### config.mk
export PLATFORM = sky130hd
export DESIGN_NAME = pack_route
export DESIGN_NICKNAME = d
export VERILOG_FILES = /design/src/rtl/pack_route.sv
export SDC_FILE = /design/constraint.sdc
export NUM_CORES = 1
export LEC_CHECK = 0
export ABC_AREA = 1
export BUFFER_PORTS_ARGS = -buffer_cell sky130_fd_sc_hd__buf_2
export CAP_MARGIN = 20
export CELL_PAD_IN_SITES_DETAIL_PLACEMENT = 0
export CELL_PAD_IN_SITES_GLOBAL_PLACEMENT = 1
export CORE_ASPECT_RATIO = 0.9
export CORE_MARGIN = 5
export CORE_UTILIZATION = 34
export CTS_BUF_LIST = sky130_fd_sc_hd__clkbuf_4 sky130_fd_sc_hd__clkbuf_8 sky130_fd_sc_hd__clkbuf_16
export CTS_CLUSTER_SIZE = 40
export DETAILED_ROUTE_END_ITERATION = 7
export GPL_TIMING_DRIVEN = 0
export PLACE_DENSITY_LB_ADDON = 0.25
export SLEW_MARGIN = 10
export SYNTH_ARGS = -nofsm -noshare
export SYNTH_HDL_FRONTEND = slang
export SYNTH_SLANG_ARGS = --single-unit
### constraint.sdc
create_clock -name clk -period 1.4 [get_ports clk]
set_input_delay 0.14 -clock clk [delete_from_list [all_inputs] [get_ports clk]]
set_output_delay 0.14 -clock clk [all_outputs]
set_load 0.02 [all_outputs]
### src/rtl/pack_route.sv
// Debounced switch steering a 50-bit video pack to one of two outputs.
// Define PACK_ROUTE_FRAME_SYNC_EN to defer each route change to the next vsync edge.
module pack_route #(
    parameter int DEBOUNCE_TICK = 5_000_000,
    parameter int VS_BIT        = 26,
    parameter int VS_POL        = 1
) (
    input  logic        clk,
    input  logic        rstn,
    input  logic        switch,
    input  logic [49:0] i_pack,
    output logic [49:0] o_pack_1,
    output logic [49:0] o_pack_2,
    output logic        o_sel,
    output logic        o_pending
);

    // The counter only ever holds values up to DEBOUNCE_TICK-1, so it cannot wrap.
    localparam int CNT_W = (DEBOUNCE_TICK > 2) ? $clog2(DEBOUNCE_TICK) : 1;
    localparam logic [CNT_W-1:0] CNT_MAX = CNT_W'(DEBOUNCE_TICK - 1);

    if (VS_BIT < 0 || VS_BIT > 49 || VS_POL < 0 || VS_POL > 1) begin : g_cfg_check
        $error("pack_route: VS_BIT or VS_POL out of range");
    end

    logic [1:0]       sync_r;
    logic             deb_r;
    logic             deb_prev_r;
    logic [CNT_W-1:0] cnt_r;
    logic             req_s;
    logic             toggle_s;
    logic             sel_next_s;

    // Two-flop synchronizer for the raw button.
    always_ff @(posedge clk or negedge rstn) begin
        if (!rstn) begin
            sync_r <= 2'b00;
        end else begin
            sync_r <= {sync_r[0], switch};
        end
    end

    // Debouncer: accept the new level after DEBOUNCE_TICK consecutive disagreeing cycles.
    always_ff @(posedge clk or negedge rstn) begin
        if (!rstn) begin
            deb_r      <= 1'b0;
            deb_prev_r <= 1'b0;
            cnt_r      <= {CNT_W{1'b0}};
        end else begin
            deb_prev_r <= deb_r;
            if (sync_r[1] != deb_r) begin
                if (cnt_r == CNT_MAX) begin
                    deb_r <= sync_r[1];
                    cnt_r <= {CNT_W{1'b0}};
                end else begin
                    cnt_r <= cnt_r + CNT_W'(1);
                end
            end else begin
                cnt_r <= {CNT_W{1'b0}};
            end
        end
    end

    assign req_s = deb_r & ~deb_prev_r;

`ifdef PACK_ROUTE_FRAME_SYNC_EN
    typedef enum logic {IDLE = 1'b0, PENDING = 1'b1} state_t;

    localparam logic VS_ACT = 1'(VS_POL);

    state_t state_r;
    logic   vs_d_r;
    logic   vs_edge_s;

    // Delayed vsync for edge detection.
    always_ff @(posedge clk or negedge rstn) begin
        if (!rstn) begin
            vs_d_r <= 1'b0;
        end else begin
            vs_d_r <= i_pack[VS_BIT];
        end
    end

    assign vs_edge_s = (i_pack[VS_BIT] == VS_ACT) && (vs_d_r != VS_ACT);

    // A toggle only lands on a vsync edge while a request is pending.
    always_comb begin
        toggle_s = 1'b0;
        if (state_r == PENDING && vs_edge_s) begin
            toggle_s = 1'b1;
        end else begin
            toggle_s = 1'b0;
        end
    end

    // Request FSM; requests arriving while PENDING are dropped.
    always_ff @(posedge clk or negedge rstn) begin
        if (!rstn) begin
            state_r   <= IDLE;
            o_pending <= 1'b0;
        end else begin
            case (state_r)
                IDLE: begin
                    if (req_s) begin
                        state_r   <= PENDING;
                        o_pending <= 1'b1;
                    end else begin
                        state_r   <= IDLE;
                        o_pending <= 1'b0;
                    end
                end
                PENDING: begin
                    if (vs_edge_s) begin
                        state_r   <= IDLE;
                        o_pending <= 1'b0;
                    end else begin
                        state_r   <= PENDING;
                        o_pending <= 1'b1;
                    end
                end
                default: begin
                    state_r   <= IDLE;
                    o_pending <= 1'b0;
                end
            endcase
        end
    end
`else
    // Without frame sync every request flips the route immediately.
    always_comb begin
        toggle_s = 1'b0;
        if (req_s) begin
            toggle_s = 1'b1;
        end else begin
            toggle_s = 1'b0;
        end
    end

    assign o_pending = 1'b0;
`endif

    assign sel_next_s = o_sel ^ toggle_s;

    // Route select and outputs share an edge so a pack never lands on the stale route.
    always_ff @(posedge clk or negedge rstn) begin
        if (!rstn) begin
            o_sel    <= 1'b0;
            o_pack_1 <= 50'd0;
            o_pack_2 <= 50'd0;
        end else begin
            o_sel <= sel_next_s;
            if (sel_next_s) begin
                o_pack_1 <= i_pack;
                o_pack_2 <= 50'd0;
            end else begin
                o_pack_1 <= 50'd0;
                o_pack_2 <= i_pack;
            end
        end
    end

endmodule

Yosys cells after proc, flatten, opt, wreduce, memory -nomap -nowiden --
Cells that the tools add are included.
Operators by class: equal/unequal tests 2, add/sub/neg operators 1, multiplexer cells 5, bitwise gates (word level) 3, reduce and logical (&&, ||, !) cells 1
Operators with widths (count):
- 50-bit 2-to-1 mux | 2
- 23-bit 2-to-1 mux | 2
- 23-bit by 1-bit adder with 23-bit output, second input constant | 1
- 23-bit equality test, second input constant | 1
- 2-bit AND reduction | 1
- 1-bit bitwise AND | 1
- 1-bit 2-to-1 mux | 1
- 1-bit inequality test | 1
- 1-bit NOT | 1
- 1-bit XOR | 1
Word-level totals: bits in registers 128, input port bits 53, word-level logic and storage cells 19, output and inout bits 102

Depth between registers and ports, before layout --
Gate-level depths: netlist of run 1.
word-level depth 5, depth in mapped cells 9, gate-level depth less buffers 9

Worst setup path before layout of run 1 --
OpenSTA, ideal clock, no wires.
path type flip-flop to flip-flop, start point register cnt_r[0], end point register cnt_r[9], setup slack 0.020 ns, period minus slack after synthesis 1.380 ns, setup time 0.120 ns, data arrival time 1.260 ns, buffers on the path 0, cell stages (with the launch flop) 9, data required time 1.280 ns, path through dfrtp_1 ha_1 nand2_1 nor2_4 nand2_4 nor2_4 nand2_2 nand2_4 nor2_1
Between the ends: longest elaborated chain between the ends 3, elaborated cells on any way between the ends 4, those cells by class 1 x add/sub; 1 x eq/ne; 2 x mux
RTL lines:
- start, declared | line 29 | logic [CNT_W-1:0] cnt_r;
- start signal, assigned | line 48 | cnt_r <= {CNT_W{1'b0}};
- start signal, assigned | line 54 | cnt_r <= {CNT_W{1'b0}};
- start signal, assigned | line 56 | cnt_r <= cnt_r + CNT_W'(1);
- 23-bit by 1-bit adder with 23-bit output / 23-bit equality test (equally long branches) | line 56, 52
- 23-bit 2-to-1 mux (*) | line 52 | if (cnt_r == CNT_MAX) begin
- 23-bit 2-to-1 mux (*) | line 51 | if (sync_r[1] != deb_r) begin
Every way passes the cells marked *; elsewhere a longest branch is shown, timed or not. A chain may end at the register's enable or synchronous reset.

Final worst setup path of run 1 --
start point register cnt_r[0], end point register cnt_r[5]
The elaborated chain is that of the path after synthesis.

==> impl_metrics.csv, run 1 <==
group,metric,value,unit
power,finalPower,8.80,mW
synthesis,syn_inst,461,
route,drt_pass1_iterations,4,
place,hpwl,8500,um
sta,rsz0062_at_grt,"true",
min_path,hp-class,"in -> async",
power,vdd_drop_max,844,uV
global_routing,antenna_found_initial,0,
final_layout,fillers,1280,
power,power_density,1250,nW/um2
clocking,htreeDepth,4,
die,num_io_pins,155,
sta,fin_skew,0.00311,ns
critical_path,criticalPathCategory,"reg -> reg",
final_layout,antenna_cells,0,
synthesis,syn_nets,515,
route,wl_per_cell,13.7,um
clocking,clockBufferDepth,2,
sta,drv_slew,0,
sta,max_freq,0.721,GHz
route,wirelength,12100,um
critical_path,cp.arrival,1.68,ns
global_routing,grt_pass1_wl,19700,um
clocking,clk_latency,0.41,ns
job,maxCapViolations,0,
global_routing,first_global_vias,4022,
final_layout,drive_gt1_share,35.1,%
synthesis,synth_cell_types,24,
die,die_area,16500,um2
place,place_area,5770,um2
critical_path,cp-start-kind,"register",
sta,hold_viol,0,
sta,finalSetupViolCount,0,
die,die_height,122,um
clocking,clk_pin_slew_worst_paths,0.05,ns
place,io_buffers,153,
synthesis,avgSynthCellArea,10.3,um2
sta,worstMarginPinSlew,0.576,ns
final_layout,final_cell_area,7030,um2
place,gp_congestion,0.850,
synthesis,yosysSeqAreaShare,67.3,%
critical_path,crit_fanout,6,
route,drc_errors,0,
die,die_x,135,um
final_layout,syn_to_final_growth,47.8,%
route,viasPerCell,4.24,
route,drt_iter0_drc,144,
synthesis,synth_area,4760,um2
clocking,cts_buffers,17,
global_routing,grt_max_degree,70,
die,start_util,34.4,%
die,core_region_area,13900,um2
final_layout,final_nets,749,
clocking,clock_sinks,128,
sta,period_minus_slack,1.39,ns
die,fp-row-count,41,
route,vias,3730,
run_status,status,"finished clean",
clocking,cts_root_buffer,"clkbuf_16",
critical_path,required,1.70,ns
sta,slew_headroom,61.6,%
power,p_leak,3.80,nW
critical_path,crit_path_end_kind,"register",
sta,fin_crit_sh,99.0,%
route,ant_nets,0,
global_routing,grt_overflow,0,
synthesis,ys_seq_elements,128,
clocking,cts_tree,"done",
global_routing,grtUsageTotal,15.5,%
synthesis,yosysWarnings,0,
logic make-up (layout without fill, tap and decap cells):
group | Yosys count | after routing | synth area share [%]
AOI/OAI and AO/OA | 5 | 5 | 0.526
xor gates and xnor gates | 12 | 12 | 2.37
adders and majority gates | 1 | 1 | 0.263
buffers and inverters | 84 | 329 | 7.78
DFF | 128 | 128 | 67.3
other | 1 | 1 | 0.0788
and+or+nand+nor | 230 | 231 | 21.7
cells in the mapped netlist:
master   number  share of area (%)
a21oi_1       4               0.42
buf_2         5               0.53
buf_4         1               0.16
buf_6         6                1.4
conb_1        1              0.079
dfrtp_1     128                 67
ha_1          1               0.26
inv_1        68                5.4
inv_2         4               0.32
nand2_1      37                2.9
nand2_2       9                1.2
nand2_4       3               0.71
nand3_1      15                1.6
nand4_1       4               0.53
nor2_1      144                 11
nor2_2        6               0.79
nor2_4        9                2.1
nor3_1        1               0.11
nor3b_2       1               0.26
o21ai_0       1               0.11
or2_1         1               0.13
xnor2_1       4               0.74
xor2_1        7                1.3
xor2_2        1               0.34
area by class of cell:
type	instances	area, um2	share of cell area (%)
Inverter	72	273	3.88
Sequential cell	128	3200	45.5
Tap cell	172	215	3.06
Buffer	12	110	1.57
Multi-Input combinational cell	250	1250	17.7
Clock inverter	8	103	1.46
Timing Repair Buffer	214	1380	19.6
Clock buffer	23	502	7.13
where the power goes:
group	total, mW	internal (mW)	switching [mW]
sequential	3.81	3.78	0.0233
combinational	0.582	0.254	0.328
clock	4.41	2.87	1.55
repair_timing:
item                                    4_1_cts  5_1_grt
gates resized for setup                       5       16
gates cloned                                  1        0
hold buffers                                 52        0
pin swaps                                     8       11
endpoints found under the hold margin       160        0
buffers inserted                              3        5
endpoints found under the setup margin       17      115
flip-flops by register name (all words and copies together) (netlist names):
name / cells
sync_r: 2
deb_prev_r: 1
o_pack_2: 50
deb_r: 1
o_sel: 1
cnt_r: 23
o_pack_1: 50
critical path, stage by stage, from the launching register on:
cell and delay, ns:
dfrtp_1 0.35, ha_2 0.19, nand2_2 0.07, nor2_4 0.16, nand2_4 0.10, nor2_4 0.13
nand2_4 0.11, nand2_4 0.11, nor2_1 0.05
per-stage QoR:
stage / utilization [%] / hold slack, ns / setup slack (ns) / setup TNS [ns] / cells
after global placement: 41.4 / 0.250 / -1.43 / -184.11 / 786
after detailed placement: 41.7 / 0.162 / -0.203 / -2.64 / 787
after global routing: 50.8 / 0.329 / -0.0990 / -1.07 / 879
final: 50.8 / 0.285 / 0.0136 / 0 / 879
after CTS: 50.1 / 0.285 / -0.0393 / -0.349 / 874
after floorplan: - / -0.156 / 0.0200 / 0 / 461
routing by layer:
metal / track usage [%] / routed length, um / up-vias
li1: - / - / 1826
met1: 17.7 / 4900 / 1792
met2: 25.6 / 6030 / 99
met3: 7.38 / 965 / 13
met4: 5.47 / 168 / 0
met5: 0 / 0 / -
layout by cell type, fill, tap and decap left out, drive strengths merged, types with 2 or more instances in the layout:
| cell | n |
|---|---|
| nand3 | 15 |
| clkinvlp | 2 |
| buf | 171 |
| nand4 | 4 |
| xnor2 | 4 |
| xor2 | 8 |
| dfrtp | 128 |
| a21oi | 4 |
| nor2 | 159 |
| nand2 | 50 |
| dlygate4sd3 | 52 |
| clkbuf | 26 |
| bufinv | 2 |
| inv | 73 |
| clkinv | 3 |
final timing paths:
| check | startpoint | end | slack, ns | depth (start not counted) |
|---|---|---|---|---|
| setup / recovery | cnt_r[0]$_DFF_PN0_ | cnt_r[5]$_DFF_PN0_ | 0.01 | 8 |
| hold / removal | rstn | o_pack_2[48]$_DFF_PN0_ | 0.29 | 2 |
| setup reg to reg | cnt_r[0]$_DFF_PN0_ | cnt_r[5]$_DFF_PN0_ | 0.01 | 8 |
| hold reg to reg | sync_r[0]$_DFF_PN0_ | sync_r[1]$_DFF_PN0_ | 0.36 | 0 |
| max in group asynchronous | rstn | o_pack_2[24]$_DFF_PN0_ | 0.38 | 3 |
| min in group clk | sync_r[0]$_DFF_PN0_ | sync_r[1]$_DFF_PN0_ | 0.36 | 0 |
Note: power is estimated with default switching activity, not from simulation.
==> run 2, diff against run 1 <==
--- a/config.mk
+++ b/config.mk
@@ -17,7 +17,7 @@
 export CTS_CLUSTER_SIZE = 40
 export DETAILED_ROUTE_END_ITERATION = 7
 export GPL_TIMING_DRIVEN = 0
-export PLACE_DENSITY_LB_ADDON = 0.25
+export PLACE_DENSITY_LB_ADDON = 0.1
 export SLEW_MARGIN = 10
 export SYNTH_ARGS = -nofsm -noshare
 export SYNTH_HDL_FRONTEND = slang
==> run 2 against run 1 <==
  * Sequential power hardly changed
  * Critical path type unchanged
  * Combinational power is 2% higher
  * First-iteration DRC count is 40% higher
  * Highest routed layer unchanged
  * Critical endpoint is now cnt_r[0]$_DFF_PN0_
  * Register-to-register slack hardly changed
==> impl_metrics.csv, run 2 (synthesis gave the netlist of run 1 again) <==
group,metric,value,unit
sta,worst_slack,0.00841,ns
clocking,cts_tree,"done",
clocking,clockBufferDepth,2,
critical_path,cp-start-kind,"register",
route,drt_iter0_drc,202,
critical_path,crit_chain,"ha_4, nand2_4, nor2_4, nand2_4, nor2_4, nand2_4, nand2_4, nor2_1",
route,vias,3638,
route,viasPerCell,4.13,
run_status,status,"finished clean",
critical_path,required,1.70,ns
die,core_region_area,13900,um2
sta,worstMarginPinSlew,0.618,ns
clocking,cts_root_buffer,"clkbuf_16",
route,wirelength,12100,um
final_layout,drive_gt1_share,36.8,%
global_routing,grt_max_degree,66,
critical_path,slowest_stage,"dfrtp_1",
sta,max_freq,0.719,GHz
sta,hold_viol,0,
route,wl_per_cell,13.8,um
final_layout,final_cell_mix,"152 x buf_2, 133 x nor2_1, 125 x dfrtp_1",
place,dp_cells,787,
die,start_util,34.4,%
sta,period_minus_slack,1.39,ns
die,die_x,135,um
sta,drv_slew,0,
global_routing,grt_overflow,0,
critical_path,reg2reg_from,"cnt_r[1]$_DFF_PN0_",
place,place_area,5770,um2
critical_path,cp.arrival,1.69,ns
power,power_density,1230,nW/um2
clocking,clock_sinks,128,
final_layout,reg_top3,"o_pack_1 (50), o_pack_2 (50), cnt_r (23)",
die,die_height,122,um
sta,fin_crit_sh,99.4,%
clocking,clk_latency,0.41,ns
place,post-place-ws,-0.224,ns
job,maxCapViolations,0,
critical_path,crit_path_end_kind,"register",
die,fp-row-count,41,
sta,finalSetupViolCount,0,
route,drc_errors,0,
critical_path,reg2reg_slack,0.008,ns
critical_path,criticalPathCategory,"reg -> reg",
critical_path,rr_worst_depth,8,
place,gp_congestion,0.789,
power,finalPower,8.73,mW
final_layout,final_common_cell,"buf_2",
critical_path,cpMostUsedCell,"nand2_4",
critical_path,r2r_end,"cnt_r[0]$_DFF_PN0_",
clocking,clk_pin_slew_worst_paths,0.05,ns
sta,fin_skew,0.00563,ns
global_routing,first_global_vias,3979,
critical_path,max_stage_delay,0.38,ns
final_layout,antenna_cells,0,
clocking,cts_buffers,17,
global_routing,grtUsageTotal,15.7,%
route,drt_pass1_iterations,4,
power,vdd_drop_max,809,uV
sta,rsz0062_at_grt,"true",
die,die_area,16500,um2
place,hpwl,8250,um
final_layout,final_nets,753,
final_layout,final_cell_area,7090,um2
global_routing,antenna_found_initial,0,
final_layout,fillers,1299,
place,io_buffers,153,
critical_path,crit_fanout,6,
power,p_leak,3.82,nW
die,num_io_pins,155,
global_routing,grt_pass1_wl,19800,um
route,ant_nets,0,
final_layout,stdcell_count,881,
sta,fin_setup_tns,0,ns
clocking,htreeDepth,4,
final_layout,syn_to_final_growth,48.9,%
min_path,hp-class,"in -> async",
sta,slew_headroom,58.8,%
## run 2: cell type report
type / instances / area, um2 / area share, %
sequential: 128 / 3210 / 45.3
timing repair buffer: 218 / 1410 / 19.9
multi-input combinational: 250 / 1290 / 18.1
clock buffer: 24 / 503 / 7.10
inverter: 72 / 273 / 3.85
tap: 172 / 215 / 3.04
buffer: 12 / 113 / 1.59
clock inverter: 5 / 80.1 / 1.13
## run 2: timing repair
action	4_1_cts	5_1_grt
gates cloned	1	0
gates resized for setup	8	29
pin swaps	5	9
setup buffers	6	7
setup endpoints to repair	18	115
hold buffers	52	0
hold endpoints to repair	164	0
## run 2: metrics by stage
step / utilization [%] / hold slack, ns
final: 51.2 / 0.279
after global routing: 51.2 / 0.345
after CTS: 50.3 / 0.308
after detailed placement: 41.7 / 0.169
after global placement: 41.4 / 0.252
after floorplan: - / -0.156
## run 2: worst max path at each step
stage / cells past startpoint / from / to / slack (ns)
after global routing: 8 / cnt_r[0]$_DFF_PN0_ / cnt_r[9]$_DFF_PN0_ / -0.09
after CTS: 8 / cnt_r[0]$_DFF_PN0_ / cnt_r[9]$_DFF_PN0_ / -0.07
after detailed placement: 8 / cnt_r[0]$_DFF_PN0_ / cnt_r[9]$_DFF_PN0_ / -0.22
final: 8 / cnt_r[1]$_DFF_PN0_ / cnt_r[0]$_DFF_PN0_ / 0.008
after global placement: 1 / rstn / o_pack_1[34]$_DFF_PN0_ / -1.49
after floorplan: 8 / cnt_r[0]$_DFF_PN0_ / cnt_r[9]$_DFF_PN0_ / 0.02
## run 2: power by group
group / switching (mW) / leakage, nW / internal [mW] / total [mW]
logic: 0.329 / 1.88 / 0.263 / 0.592
clock network: 1.49 / 0.285 / 2.83 / 4.32
registers: 0.0281 / 1.66 / 3.79 / 3.81
## run 2: layer usage
metal / track usage [%] / vias to the layer above / part of all wire [%]
met5: 0 / - / 0
met4: 5.15 / 0 / 1.2
met3: 7.25 / 11 / 7.4
met2: 25.7 / 90 / 50
met1: 18.6 / 1709 / 41
li1: - / 1828 / -
## run 2: critical path: cells and delay by family, from the launching register on
kind	cells	cell delay, ns
adder cells (fa/ha/maj)	1	0.16
AND/OR/NAND/NOR	7	0.74
flip-flops	1	0.38
==> run 3, diff against run 2 <==
--- a/config.mk
+++ b/config.mk
@@ -17,7 +17,7 @@
 export CTS_CLUSTER_SIZE = 40
 export DETAILED_ROUTE_END_ITERATION = 7
 export GPL_TIMING_DRIVEN = 0
-export PLACE_DENSITY_LB_ADDON = 0.1
+export PLACE_DENSITY = 0.81
 export SLEW_MARGIN = 10
 export SYNTH_ARGS = -nofsm -noshare
 export SYNTH_HDL_FRONTEND = slang
==> run 3 against run 2 <==
  * Non-clock buffer count down 3
  * Total power is 2.1% lower
  * Flip-flop and latch count did not move
  * Core utilization shrank 0.24 points
  * Largest cell class unchanged
  * Register-to-register slack barely moved
==> impl_metrics.csv, run 3 (synthesis gave the netlist of run 1 again) <==
group,metric,value,unit
route,drt_iter0_drc,145,
clocking,clk_pin_slew_worst_paths,0.05,ns
global_routing,grtUsageTotal,15.6,%
critical_path,r2r_end,"cnt_r[0]$_DFF_PN0_",
route,wl_per_cell,13.9,um
power,power_density,1210,nW/um2
place,gp_congestion,0.781,
critical_path,criticalPathCategory,"reg -> reg",
final_layout,syn_to_final_growth,48.2,%
sta,fin_skew,0.00719,ns
sta,worst_slack,0.00869,ns
critical_path,crit_cells,8,
critical_path,slowest_stage,"dfrtp_1",
run_status,status,"finished clean",
die,die_height,122,um
critical_path,crit_end,"cnt_r[0]$_DFF_PN0_",
global_routing,first_global_vias,3973,
clocking,clk_latency,0.41,ns
critical_path,cp.arrival,1.68,ns
route,drc_errors,0,
die,num_io_pins,155,
clocking,cts_buffers,17,
clocking,cts_root_buffer,"clkbuf_16",
critical_path,max_stage_delay,0.39,ns
sta,hold_viol,0,
final_layout,final_cell_area,7050,um2
clocking,clockBufferDepth,2,
route,drt_pass1_iterations,4,
sta,period_minus_slack,1.39,ns
final_layout,drive_gt1_share,35.8,%
place,hpwl,8310,um
critical_path,cpMostUsedCell,"nand2_4",
power,p_leak,3.81,nW
die,die_area,16500,um2
final_layout,final_cell_mix,"152 x buf_2, 138 x nor2_1, 123 x dfrtp_1",
critical_path,reg2reg_from,"cnt_r[1]$_DFF_PN0_",
die,die_x,135,um
die,core_region_area,13900,um2
global_routing,antenna_found_initial,0,
critical_path,rr_worst_depth,8,
final_layout,final_nets,750,
final_layout,final_common_cell,"buf_2",
route,viasPerCell,4.27,
clocking,htreeDepth,4,
route,wirelength,12200,um
clocking,clock_sinks,128,
critical_path,cp_num_buf_inv,0,
place,io_buffers,153,
final_layout,reg_top3,"o_pack_1 (50), o_pack_2 (50), cnt_r (23)",
sta,drv_slew,0,
power,vdd_drop_max,728,uV
critical_path,reg2reg_slack,0.009,ns
critical_path,cp-start-kind,"register",
place,post-place-ws,-0.211,ns
sta,finalSetupViolCount,0,
critical_path,crit_fanout,6,
global_routing,grt_max_degree,81,
clocking,cts_tree,"done",
critical_path,crit_path_end_kind,"register",
job,maxCapViolations,0,
critical_path,cp-startpoint,"cnt_r[1]$_DFF_PN0_",
route,ant_nets,0,
die,fp-row-count,41,
critical_path,crit_chain,"ha_4, nand2_4, nor2_4, nand2_4, nor2_4, nand2_4, nand2_4, nor2_1",
sta,max_freq,0.719,GHz
global_routing,grt_pass1_wl,19900,um
global_routing,grt_overflow,0,
route,vias,3755,
sta,fin_crit_sh,99.4,%
sta,rsz0062_at_grt,"true",
critical_path,required,1.69,ns
place,place_area,5770,um2
critical_path,crit_family,"simple AND/OR/NAND/NOR gates",
die,start_util,34.4,%
min_path,hp-class,"in -> async",
[run 3: layout make-up]
| type | count | area [um2] |
|---|---|---|
| fill | 1250 | 6800 |
| clock buffer | 24 | 503 |
| timing repair buffer | 215 | 1400 |
| sequential | 128 | 3210 |
| inverter | 72 | 275 |
| clock inverter | 6 | 57.6 |
| multi-input combinational | 250 | 1270 |
| buffer | 12 | 124 |
| antenna | 1 | 2.50 |
| tap | 172 | 215 |
[run 3: worst register-to-register path: cells and delay by family (launching register included)]
kind / cells / cell delay (ns)
adders and majority gates: 1 / 0.17
DFF: 1 / 0.39
and+or+nand+nor: 7 / 0.72
[run 3: worst min-delay path by stage]
stage	end	startpoint	slack, ns
6_report	o_pack_1[37]$_DFF_PN0_	rstn	0.25
5_1_grt	o_pack_2[37]$_DFF_PN0_	rstn	0.29
4_1_cts	o_pack_1[37]$_DFF_PN0_	rstn	0.25
3_5_place_dp	o_pack_1[37]$_DFF_PN0_	rstn	0.11
3_3_place_gp	sync_r[0]$_DFF_PN0_	switch	0.25
2_1_floorplan	cnt_r[0]$_DFF_PN0_	rstn	-0.16
[run 3: layer usage]
layer  track usage [%]  part of all wire [%]  up-vias
met5                 0                     0        -
li1                  -                     -     1821
met2              26.6                    51       95
met1              18.2                    41     1822
met4              5.09                   1.4        0
met3              6.27                   6.1       17
[run 3: repair_timing]
action,in CTS,in global routing
hold endpoints to repair,149,0
resized for setup,11,23
cloned,1,0
setup buffers,4,5
pin swaps,4,8
setup endpoints to repair,48,119
hold buffers,52,0
[run 3: through the flow]
step | cells | setup TNS, ns | util, % | total power, mW | hold WS [ns]
detailed placement | 787 | -2.93 | 41.7 | 4.34 | 0.113
global route | 879 | -0.869 | 50.9 | 8.88 | 0.286
CTS | 874 | -0.321 | 50.1 | 8.64 | 0.247
finish | 880 | 0 | 50.9 | 8.54 | 0.248
global placement | 786 | -178.19 | 41.4 | 4.32 | 0.250
floorplan | 461 | 0 | - | 4.08 | -0.156
[run 3: where the power goes]
part | internal [mW] | switching, mW | total (mW)
clock | 2.65 | 1.48 | 4.13
combinational | 0.260 | 0.329 | 0.589
sequential | 3.79 | 0.0303 | 3.82
